## src/rtl/rom_prefetch_buffer_if.sv

```systemverilog
`default_nettype none
// ============================================================================
// Module   : rom_prefetch_buffer_if
// Brief    : CPU-side ROM bus and QSPI stream handshake for the prefetch buffer
// Revision : 1.0 - initial release
// ============================================================================
interface rom_prefetch_buffer_if #(
   parameter int ADDR_BITS = 12
);
   logic                 rom_read;
   logic [ADDR_BITS-1:0] rom_address;
   logic [7:0]           rom_data;
   logic                 rom_wait;
   logic [ADDR_BITS-1:0] flash_addr;
   logic                 flash_start_read;
   logic                 flash_stop_read;
   logic                 flash_stall_read;
   logic [7:0]           flash_data;
   logic                 flash_data_ready;
   logic                 flash_busy;

   // The prefetch buffer itself
   modport slave (
      input  rom_read, rom_address, flash_data, flash_data_ready, flash_busy,
      output rom_data, rom_wait, flash_addr, flash_start_read, flash_stop_read,
             flash_stall_read
   );

   // CPU bus plus flash controller surrounding the buffer
   modport master (
      output rom_read, rom_address, flash_data, flash_data_ready, flash_busy,
      input  rom_data, rom_wait, flash_addr, flash_start_read, flash_stop_read,
             flash_stall_read
   );
endinterface
`default_nettype wire

```

## src/rtl/rom_prefetch_buffer.sv

```systemverilog
`default_nettype none
// ============================================================================
// Module   : rom_prefetch_buffer
// Brief    : Ring-buffered byte window over a sequential QSPI read stream
// Revision : 1.0 - initial release
// ============================================================================
module rom_prefetch_buffer #(
   parameter int DEPTH     = 4,
   parameter int ADDR_BITS = 12
) (
   input  wire logic              clk,
   input  wire logic              rst_n,
   rom_prefetch_buffer_if.slave   bus
);
   localparam int c_ptr_bits = $clog2(DEPTH);
   localparam int c_cnt_bits = $clog2(DEPTH + 1);

   typedef enum logic [1:0] {
      S_IDLE   = 2'd0,
      S_START  = 2'd1,
      S_STREAM = 2'd2,
      S_STOP   = 2'd3
   } state_t;

   state_t                r_state, w_state_nxt;
   logic [ADDR_BITS-1:0]  r_base, r_flash_addr;
   logic [c_cnt_bits-1:0] r_count;
   logic [c_ptr_bits-1:0] r_rd_ptr, r_wr_ptr;
   logic [7:0]            r_slot [DEPTH];
   logic [7:0]            r_rom_data;
   logic                  r_start, r_stop, r_ready_d;

   logic [ADDR_BITS-1:0]  w_k;
   logic [c_cnt_bits-1:0] w_k_cnt;
   logic [c_ptr_bits-1:0] w_rd_idx;
   logic                  w_hit, w_pending, w_miss, w_streaming, w_full, w_capture;
   logic                  w_restart, w_clear, w_start_nxt, w_stop_nxt;

   assign w_k         = bus.rom_address - r_base;
   assign w_streaming = (r_state == S_START) || (r_state == S_STREAM);
   assign w_hit       = bus.rom_read && (w_k < ADDR_BITS'(r_count));
   assign w_pending   = bus.rom_read && (w_k == ADDR_BITS'(r_count)) && w_streaming;
   assign w_miss      = bus.rom_read && !w_hit && !w_pending;
   assign w_k_cnt     = w_hit ? w_k[c_cnt_bits-1:0] : '0;
   assign w_rd_idx    = r_rd_ptr + w_k[c_ptr_bits-1:0];
   assign w_full      = (r_count == c_cnt_bits'(DEPTH));
   // A full ring may still accept a byte when the same-cycle hit frees a slot
   assign w_capture   = w_streaming && bus.flash_data_ready && !r_ready_d &&
                        (!w_full || (w_k_cnt != '0));

   assign bus.rom_wait         = bus.rom_read && !w_hit;
   assign bus.rom_data         = r_rom_data;
   assign bus.flash_addr       = r_flash_addr;
   assign bus.flash_start_read = r_start;
   assign bus.flash_stop_read  = r_stop;
   assign bus.flash_stall_read = w_full && (r_state != S_IDLE);

   always_ff @(posedge clk or negedge rst_n) begin
      if (!rst_n) r_state <= S_IDLE;
      else        r_state <= w_state_nxt;
   end

   always_comb begin
      w_state_nxt = r_state;
      w_restart   = 1'b0;
      w_clear     = 1'b0;
      w_start_nxt = 1'b0;
      w_stop_nxt  = 1'b0;
      case (r_state)
         S_IDLE: if (w_miss) begin
            w_restart   = 1'b1;
            w_start_nxt = 1'b1;
            w_state_nxt = S_START;
         end
         // A miss seen here is left alone until the stream is running
         S_START: if (bus.flash_busy) w_state_nxt = S_STREAM;
         S_STREAM: if (w_miss) begin
            w_stop_nxt  = 1'b1;
            w_state_nxt = S_STOP;
         end
         S_STOP: if (!bus.flash_busy) begin
            w_clear     = 1'b1;
            w_state_nxt = S_IDLE;
         end
         default: w_state_nxt = S_IDLE;
      endcase
   end

   always_ff @(posedge clk or negedge rst_n) begin
      if (!rst_n) begin
         r_base       <= '0;
         r_flash_addr <= '0;
         r_count      <= '0;
         r_rd_ptr     <= '0;
         r_wr_ptr     <= '0;
         r_rom_data   <= 8'h00;
         r_start      <= 1'b0;
         r_stop       <= 1'b0;
         r_ready_d    <= 1'b0;
      end else begin
         r_start   <= w_start_nxt;
         r_stop    <= w_stop_nxt;
         r_ready_d <= bus.flash_data_ready;
         if (w_hit) r_rom_data <= r_slot[w_rd_idx];
         if (w_restart) begin
            r_base       <= bus.rom_address;
            r_flash_addr <= bus.rom_address;
            r_count      <= '0;
            r_rd_ptr     <= '0;
            r_wr_ptr     <= '0;
         end else begin
            if (w_hit) begin
               r_base   <= r_base + w_k;
               r_rd_ptr <= w_rd_idx;
            end
            if (w_capture) r_wr_ptr <= r_wr_ptr + c_ptr_bits'(1);
            if (w_clear) r_count <= '0;
            else         r_count <= r_count + c_cnt_bits'(w_capture) - w_k_cnt;
         end
      end
   end

   always_ff @(posedge clk) begin
      if (w_capture) r_slot[r_wr_ptr] <= bus.flash_data;
   end
endmodule
`default_nettype wire

```

## src/flat_wrapper.sv

```systemverilog
// flat-port wrapper written by rule: the top's interface ports become plain ports
module rom_prefetch_buffer_flat 
#(
   parameter int DEPTH     = 4,
   parameter int ADDR_BITS = 12
)
  (clk, rst_n, bus_rom_read, bus_rom_address, bus_flash_data, bus_flash_data_ready, bus_flash_busy, bus_rom_data, bus_rom_wait, bus_flash_addr, bus_flash_start_read, bus_flash_stop_read, bus_flash_stall_read);
  rom_prefetch_buffer_if #(.ADDR_BITS(ADDR_BITS)) bus_i ();
  input  wire logic clk;
  input  wire logic rst_n;
  input wire logic [$bits(bus_i.rom_read)-1:0] bus_rom_read;
  input wire logic [$bits(bus_i.rom_address)-1:0] bus_rom_address;
  input wire logic [$bits(bus_i.flash_data)-1:0] bus_flash_data;
  input wire logic [$bits(bus_i.flash_data_ready)-1:0] bus_flash_data_ready;
  input wire logic [$bits(bus_i.flash_busy)-1:0] bus_flash_busy;
  output wire logic [$bits(bus_i.rom_data)-1:0] bus_rom_data;
  output wire logic [$bits(bus_i.rom_wait)-1:0] bus_rom_wait;
  output wire logic [$bits(bus_i.flash_addr)-1:0] bus_flash_addr;
  output wire logic [$bits(bus_i.flash_start_read)-1:0] bus_flash_start_read;
  output wire logic [$bits(bus_i.flash_stop_read)-1:0] bus_flash_stop_read;
  output wire logic [$bits(bus_i.flash_stall_read)-1:0] bus_flash_stall_read;
  assign bus_i.rom_read = bus_rom_read;
  assign bus_i.rom_address = bus_rom_address;
  assign bus_i.flash_data = bus_flash_data;
  assign bus_i.flash_data_ready = bus_flash_data_ready;
  assign bus_i.flash_busy = bus_flash_busy;
  assign bus_rom_data = bus_i.rom_data;
  assign bus_rom_wait = bus_i.rom_wait;
  assign bus_flash_addr = bus_i.flash_addr;
  assign bus_flash_start_read = bus_i.flash_start_read;
  assign bus_flash_stop_read = bus_i.flash_stop_read;
  assign bus_flash_stall_read = bus_i.flash_stall_read;
  rom_prefetch_buffer #(.DEPTH(DEPTH), .ADDR_BITS(ADDR_BITS)) u_core (.clk(clk), .rst_n(rst_n), .bus(bus_i));
endmodule
```

## config.mk

```make
export PLATFORM = sky130hd
export DESIGN_NAME = rom_prefetch_buffer_flat
export DESIGN_NICKNAME = d
export VERILOG_FILES = /design/src/rtl/rom_prefetch_buffer_if.sv /design/src/rtl/rom_prefetch_buffer.sv /design/src/flat_wrapper.sv
export SDC_FILE = /design/constraint.sdc
export NUM_CORES = 1
export LEC_CHECK = 0
export BUFFER_PORTS_ARGS = -buffer_cell sky130_fd_sc_hd__buf_2
export CAP_MARGIN = 20
export CORE_MARGIN = 2
export CORE_UTILIZATION = 55
export DETAILED_ROUTE_END_ITERATION = 12
export HOLD_SLACK_MARGIN = 0.15
export PLACE_DENSITY = 0.76
export SKIP_LAST_GASP = 1
export SYNTH_ARGS = -nofsm -noshare
export SYNTH_HDL_FRONTEND = slang
export SYNTH_SLANG_ARGS = --single-unit
```

## constraint.sdc

```tcl
create_clock -name clk -period 5.26 [get_ports clk]
set_input_delay 0.263 -clock clk [delete_from_list [all_inputs] [get_ports clk]]
set_output_delay 0.263 -clock clk [all_outputs]
set_load 0.005 [all_outputs]
```

==> impl_metrics.json, run 1 <==
{
  "outcome": "complete, no violations",
  "start_kind": "flop",
  "postLayoutCoreUtil_pct": 66.7,
  "area_growth_pct": 16.4,
  "period_share_pct": 87.9,
  "maxCapViolCount": 0,
  "place.gp.congestion": 0.900,
  "synthTopCellsByArea": "dfrtp_1 (25%), edfxtp_1 (22%), ha_1 (10%), mux4_2 (4.1%), nand2_1 (4.1%)",
  "ys_ff_latch": 76,
  "setup_viol_count_final": 0,
  "hold_slack_ns": 0.152,
  "die_h_um": 93.9,
  "row_count": 32,
  "worst_pin_slew_ns": 1.01,
  "die_w_um": 93.9,
  "netSwitchingFraction_pct": 43.2,
  "overflow": 0,
  "io_buffer_count": 48,
  "switchingPower_mw": 1.38,
  "fillers": 604,
  "use_met2_pct": 40.7,
  "syn-cell-area_um2": 4450,
  "ys_types": 55,
  "dieArea_um2": 8820,
  "ctsRootBufferMaster": "clkbuf_8",
  "timing.setup.tns_ns": 0,
  "arrival_ns": 4.90,
  "route.detailed.drc": 0,
  "finalMaxSlewViolations": 0,
  "rsz0062_at_grt": "no",
  "drive_gt1_share_pct": 19.1,
  "met1_usage_pct": 28.1,
  "hp-class": "in2reg",
  "vias": 3260,
  "clk_pin_slew_worst_paths_ns": 0.09,
  "clock_path_buffers": 2,
  "viasPerCell": 5.59,
  "design_power_total_mw": 3.19,
  "fmax_mhz": 216,
  "htree_levels": 3,
  "drt_iter0_drc": 122,
  "finalCriticalPeriod_ns": 4.63,
  "cp_data_required_time_ns": 5.54,
  "syn_inst": 407,
  "hold_viol": 0,
  "cts_resized": 0,
  "cts.sinks": 76,
  "crit_path_max_fanout": 7,
  "crit_path_end_kind": "flop",
  "insertion_delay_ns": 0.36,
  "synth_edf_count": 32,
  "synth_nets": 471,
  "finalClockSkew_ns": 0.00742,
  "antenna_found_initial": 0,
  "wl_per_cell_um": 16.1,
  "numCtsBuffers": 9,
  "p_leak_nw": 2.42,
  "synth_top_area_share_pct": 24.8,
  "pwr-share-seq_pct": 27.1,
  "firstDrtPassIters": 4,
  "p_per_area_nw_per_um2": 616,
  "postCtsHoldBufs": 17,
  "top_usage_layer": "met2",
  "avgSynthCellArea_um2": 10.9,
  "design_area_um2": 5180,
  "cts_tree": "built",
  "io_pins": 49,
  "yosys_warnings": 0,
  "irDropWorstVdd_mv": 0.245,
  "core-area_um2": 7770,
  "final_antenna_net_count": 0,
  "p_int_mw": 1.81,
  "slew_headroom_pct": 32.0,
  "synth_flop_cell": "dfrtp_1",
  "grt_max_degree": 45,
  "power_frac_comb_pct": 58.4,
  "nets": 541,
  "grt_pass1_wl_mm": 15.6,
  "yosysSeqAreaShare_pct": 46.4,
  "ys_async_sr_fraction_pct": 57.9,
  "grt_pass1_vias": 3332,
  "grt_use_met3_pct": 4.65,
  "initial_utilization_pct": 57.3,
  "gr-usage-all-layers_pct": 23.0,
  "worstSetupPathType": "reg2reg",
  "post_dp_cell_area_um2": 4790,
  "wirelength_mm": 9.39,
  "post_cts_buffers": 0,
  "synth_top_area_cell": "dfrtp_1",
  "pwr-share-clk_pct": 14.5,
  "antenna-diode-count": 0,
  "dp_hpwl_mm": 6.72
}
per-layer routing:
metal | vias to the layer above | part of all wire, %
met5 | - | 0
met4 | 0 | 1.7
met3 | 19 | 3.9
met2 | 71 | 51
met1 | 1572 | 43
li1 | 1598 | -
critical path, stage by stage, from the launching register on:
cell       delay (ns)
dfrtp_1          0.38
ha_1             0.28
inv_1            0.08
fa_1             0.45
a21oi_1          0.29
inv_1            0.07
a21oi_1          0.26
o2111ai_1        0.20
a2111oi_2        0.47
nand4_1          0.25
a31oi_2          0.41
ha_1             0.22
inv_1            0.05
fa_1             0.37
xnor2_1          0.21
xnor2_1          0.10
or3_1            0.31
a21oi_1          0.14
per-stage QoR:
stage	std cells	worst slack, ns
2_1_floorplan	407	0.787
3_3_place_gp	550	0.794
3_5_place_dp	550	0.559
4_1_cts	582	0.629
5_1_grt	583	0.252
6_report	583	0.635
flip-flops by register name, summed over array words and instances (netlist names), 2 cells and up:
register,count
u_core.r_wr_ptr,2
u_core.r_slot,32
u_core.bus.flash_addr,12
u_core.r_state,2
u_core.r_rd_ptr,2
u_core.r_count,3
u_core.bus.rom_data,8
u_core.r_base,12
synth_stat cells, drive strengths merged (4+ instances only):
| library cell | count |
|---|---|
| ha | 36 |
| inv | 42 |
| nand2 | 48 |
| a21o | 9 |
| xor2 | 5 |
| mux2 | 10 |
| and2 | 10 |
| nand3 | 8 |
| o21ai | 22 |
| dfrtp | 44 |
| nor2 | 18 |
| buf | 5 |
| xnor2 | 15 |
| nor3 | 8 |
| clkbuf | 4 |
| edfxtp | 32 |
| mux4 | 8 |
| mux2i | 12 |
| a21oi | 18 |
| a31oi | 5 |
cell usage in the layout, fill, tap and decap left out, types with 3 or more instances in the layout:
cell and count:
edfxtp_1 32, a31oi_1 4, ha_1 36, a21o_1 9, clkbuf_8 9, fa_1 3
dlygate4sd3_1 17, nand4_1 3, xor2_1 5, and2_1 10, xnor2_1 15, or3_1 3
mux2i_1 12, nand3_1 8, buf_2 48, a21oi_1 17, inv_1 41, nand2_1 48
o21ai_0 20, dfrtp_1 44, nor3_1 8, mux2_2 10, mux4_2 8, nor2_1 18
nor2b_1 3
logic make-up after synthesis:
| group | share of synthesized area, % |
|---|---|
| buf+inv | 4.42 |
| simple gates | 12.2 |
| compound gates | 12.3 |
| fa+ha+maj | 11.5 |
| xor+xnor | 3.94 |
| flops | 46.4 |
| mux | 9.28 |
final cells by class:
type                    instances  area [um2]  share of cell area [%]
well taps                     102         128                    2.46
clock buffers                   9         124                    2.39
flip-flops and latches         76        2060                    39.8
repair buffers                 68         445                    8.60
multi-input cells             280        2190                    42.3
clock inverters                 6        72.6                    1.40
inverters                      42         158                    3.04
worst paths after layout:
check | depth (start not counted) | to | startpoint | slack (ns)
max | 17 | u_core.r_count[2] | u_core.r_base[0] | 0.63
min | 3 | u_core.bus.flash_addr[3] | bus_rom_address[3] | 0.15
max reg2reg | 17 | u_core.r_count[2] | u_core.r_base[0] | 0.63
min reg2reg | 2 | u_core.bus.flash_addr[5] | u_core.bus.flash_addr[5] | 0.47
max in group asynchronous | 3 | u_core.bus.rom_data[5] | rst_n | 4.49
min in group asynchronous | 2 | u_core.r_base[7] | rst_n | 0.30
power groups by stage:
stage / clock, mW / sequential [mW] / combinational [mW]
after detailed placement: 0 / 0.877 / 1.84
after CTS: 0.470 / 0.866 / 1.86
after global placement: 0 / 0.869 / 1.78
final: 0.462 / 0.864 / 1.87
after floorplan: 0 / 0.859 / 1.43
after global routing: 0.496 / 0.883 / 2.10
No activity file was read; power rests on OpenSTA's default activity.
==> inputs of run 2 (changes only) <==
CORE_ASPECT_RATIO = 1.5   (was not set)
==> run 2 against run 1 <==
Wire length increased by 2.3%. Cell area increased by 1.2%. Hold slack improved by 0.0066 ns. Non-clock buffer count decreased by 2. Total power increased by 4.5%. Largest power group unchanged. Highest routed layer unchanged.
==> impl_metrics.json, run 2 (same netlist as run 1, synthesis figures left out) <==
{
  "outcome": "complete, no violations",
  "grt_pass1_wl_mm": 15.8,
  "htree_levels": 3,
  "route.detailed.drc": 0,
  "finalClockSkew_ns": 0.00924,
  "antenna-diode-count": 0,
  "hold_slack_ns": 0.159,
  "drive_gt1_share_pct": 19.4,
  "clk_pin_slew_worst_paths_ns": 0.06,
  "crit_path_max_fanout": 7,
  "wl_met1_mm": 3.57,
  "vias": 3295,
  "start_kind": "flop",
  "ctsRootBufferMaster": "clkbuf_16",
  "critPathMaxStageDelay_ns": 0.49,
  "rr_worst_depth": 17,
  "area_growth_pct": 17.9,
  "core-area_um2": 7910,
  "overflow": 0,
  "arrival_ns": 4.79,
  "cts.sinks": 76,
  "p_int_mw": 1.91,
  "largest_reg_flops": 32,
  "rsz0062_at_grt": "no",
  "die_h_um": 114,
  "pwr-share-seq_pct": 26.0,
  "dieArea_um2": 8840,
  "wl_met3_um": 390,
  "p_leak_nw": 2.45,
  "hold_viol": 0,
  "worstSetupPathType": "reg2reg",
  "gr-usage-all-layers_pct": 23.5,
  "pwr-share-clk_pct": 17.3,
  "timing.setup.tns_ns": 0,
  "dp_hpwl_mm": 6.90,
  "clock_path_buffers": 2,
  "hp-class": "in2reg",
  "irDropWorstVdd_mv": 0.366,
  "p_per_area_nw_per_um2": 637,
  "firstDrtPassIters": 4,
  "io_buffer_count": 48,
  "drt_iter0_drc": 223,
  "netSwitchingFraction_pct": 42.7,
  "period_share_pct": 86.0,
  "cp_slowest_cell": "a2111oi_2",
  "worst_pin_slew_ns": 1.09,
  "grt_pass1_vias": 3368,
  "design_area_um2": 5240,
  "power_frac_comb_pct": 56.7,
  "initial_utilization_pct": 56.3,
  "cp_data_required_time_ns": 5.53,
  "wirelength_mm": 9.60,
  "place.gp.congestion": 0.885,
  "post_dp_cell_area_um2": 4800,
  "grt_max_degree": 45,
  "insertion_delay_ns": 0.35,
  "crit_chain": "ha_1 -> inv_1 -> fa_1 -> a21oi_1 -> inv_1 -> a21oi_1 -> o2111ai_1 -> a2111oi_2 -> nand4_1 -> a31oi_2 -> ha_1 -> inv_1 -> fa_1 -> xnor2_1 -> xnor2_1 -> or3_1 -> a21oi_1",
  "numCtsBuffers": 9,
  "io_pins": 49,
  "row_count": 40,
  "post_cts_buffers": 0,
  "finalMaxSlewViolations": 0,
  "fmax_mhz": 221,
  "final_antenna_net_count": 0,
  "wl_met2_mm": 5.25,
  "die_w_um": 77.4,
  "viasPerCell": 5.63,
  "antenna_found_initial": 0,
  "layout_common_cells": "nand2_1 (48), buf_2 (48), dfrtp_1 (44)",
  "cts_tree": "built",
  "worstHoldPathCells": 3,
  "setup_viol_count_final": 0,
  "maxCapViolCount": 0,
  "design_power_total_mw": 3.34,
  "top_layer_used": "met4",
  "nets": 539,
  "regMostFlops": "u_core.r_slot",
  "slew_headroom_pct": 26.6,
  "wl_per_cell_um": 16.4,
  "crit_path_end_kind": "flop",
  "finalCriticalPeriod_ns": 4.52,
  "switchingPower_mw": 1.42
}
## run 2: cell types whose count changed in the layout (fill, tap and decap cells not counted), sizes merged
cell,delta
clkinvlp,+2
dlygate4sd3,-2
bufinv,-1
clkinv,+1
inv,-1
## run 2: power by group through the flow
| stage | Combinational [mW] | Clock (mW) | Sequential, mW |
|---|---|---|---|
| global placement | 1.81 | 0 | 0.867 |
| finish | 1.89 | 0.579 | 0.867 |
| detailed placement | 1.86 | 0 | 0.877 |
| CTS | 1.89 | 0.587 | 0.867 |
| floorplan | 1.43 | 0 | 0.859 |
| global route | 2.12 | 0.611 | 0.887 |
## run 2: final timing paths
check                      slack [ns]                     start                        to
setup / recovery                 0.74          u_core.r_base[0]         u_core.r_count[2]
hold / removal                   0.16        bus_rom_address[2]  u_core.bus.flash_addr[2]
setup reg to reg                 0.74          u_core.r_base[0]         u_core.r_count[2]
hold reg to reg                  0.47  u_core.bus.flash_addr[7]  u_core.bus.flash_addr[7]
max in group asynchronous        4.33                     rst_n        u_core.r_wr_ptr[1]
min in group asynchronous        0.42                     rst_n  u_core.bus.flash_addr[3]
## run 2: critical path, delay by kind of cell (launching register included)
kind | cells | cell delay, ns
xor+xnor | 2 | 0.28
compound gates | 6 | 1.76
fa+ha+maj | 4 | 1.30
simple gates | 2 | 0.53
flops | 1 | 0.37
buf+inv | 3 | 0.20
## run 2: cell type report
type,count,area (um2)
inverter,42,158
timing repair buffer,66,425
clock inverter,7,51.3
sequential,76,2060
multi-input combinational,280,2190
fill,635,2670
tap,105,131
clock buffer,9,225
## run 2: routing by layer
layer	up-vias	GRT usage, %
met5	-	0
li1	1594	-
met1	1589	24.2
met4	0	12.5
met2	83	42.8
met3	29	6.62
## run 2: repair_timing
action | CTS | global route
gates resized for setup | 0 | 0
endpoints found under the setup margin | 0 | 0
hold buffers | 15 | 0
hold endpoints to repair | 82 | 0
## run 2: through the flow
stage / util (%) / cells / setup WS (ns)
after floorplan: - / 407 / 0.787
after global placement: 60.6 / 553 / 0.829
after detailed placement: 60.6 / 553 / 0.667
after CTS: 66.0 / 584 / 0.718
after global routing: 66.3 / 585 / 0.316
final: 66.3 / 585 / 0.739
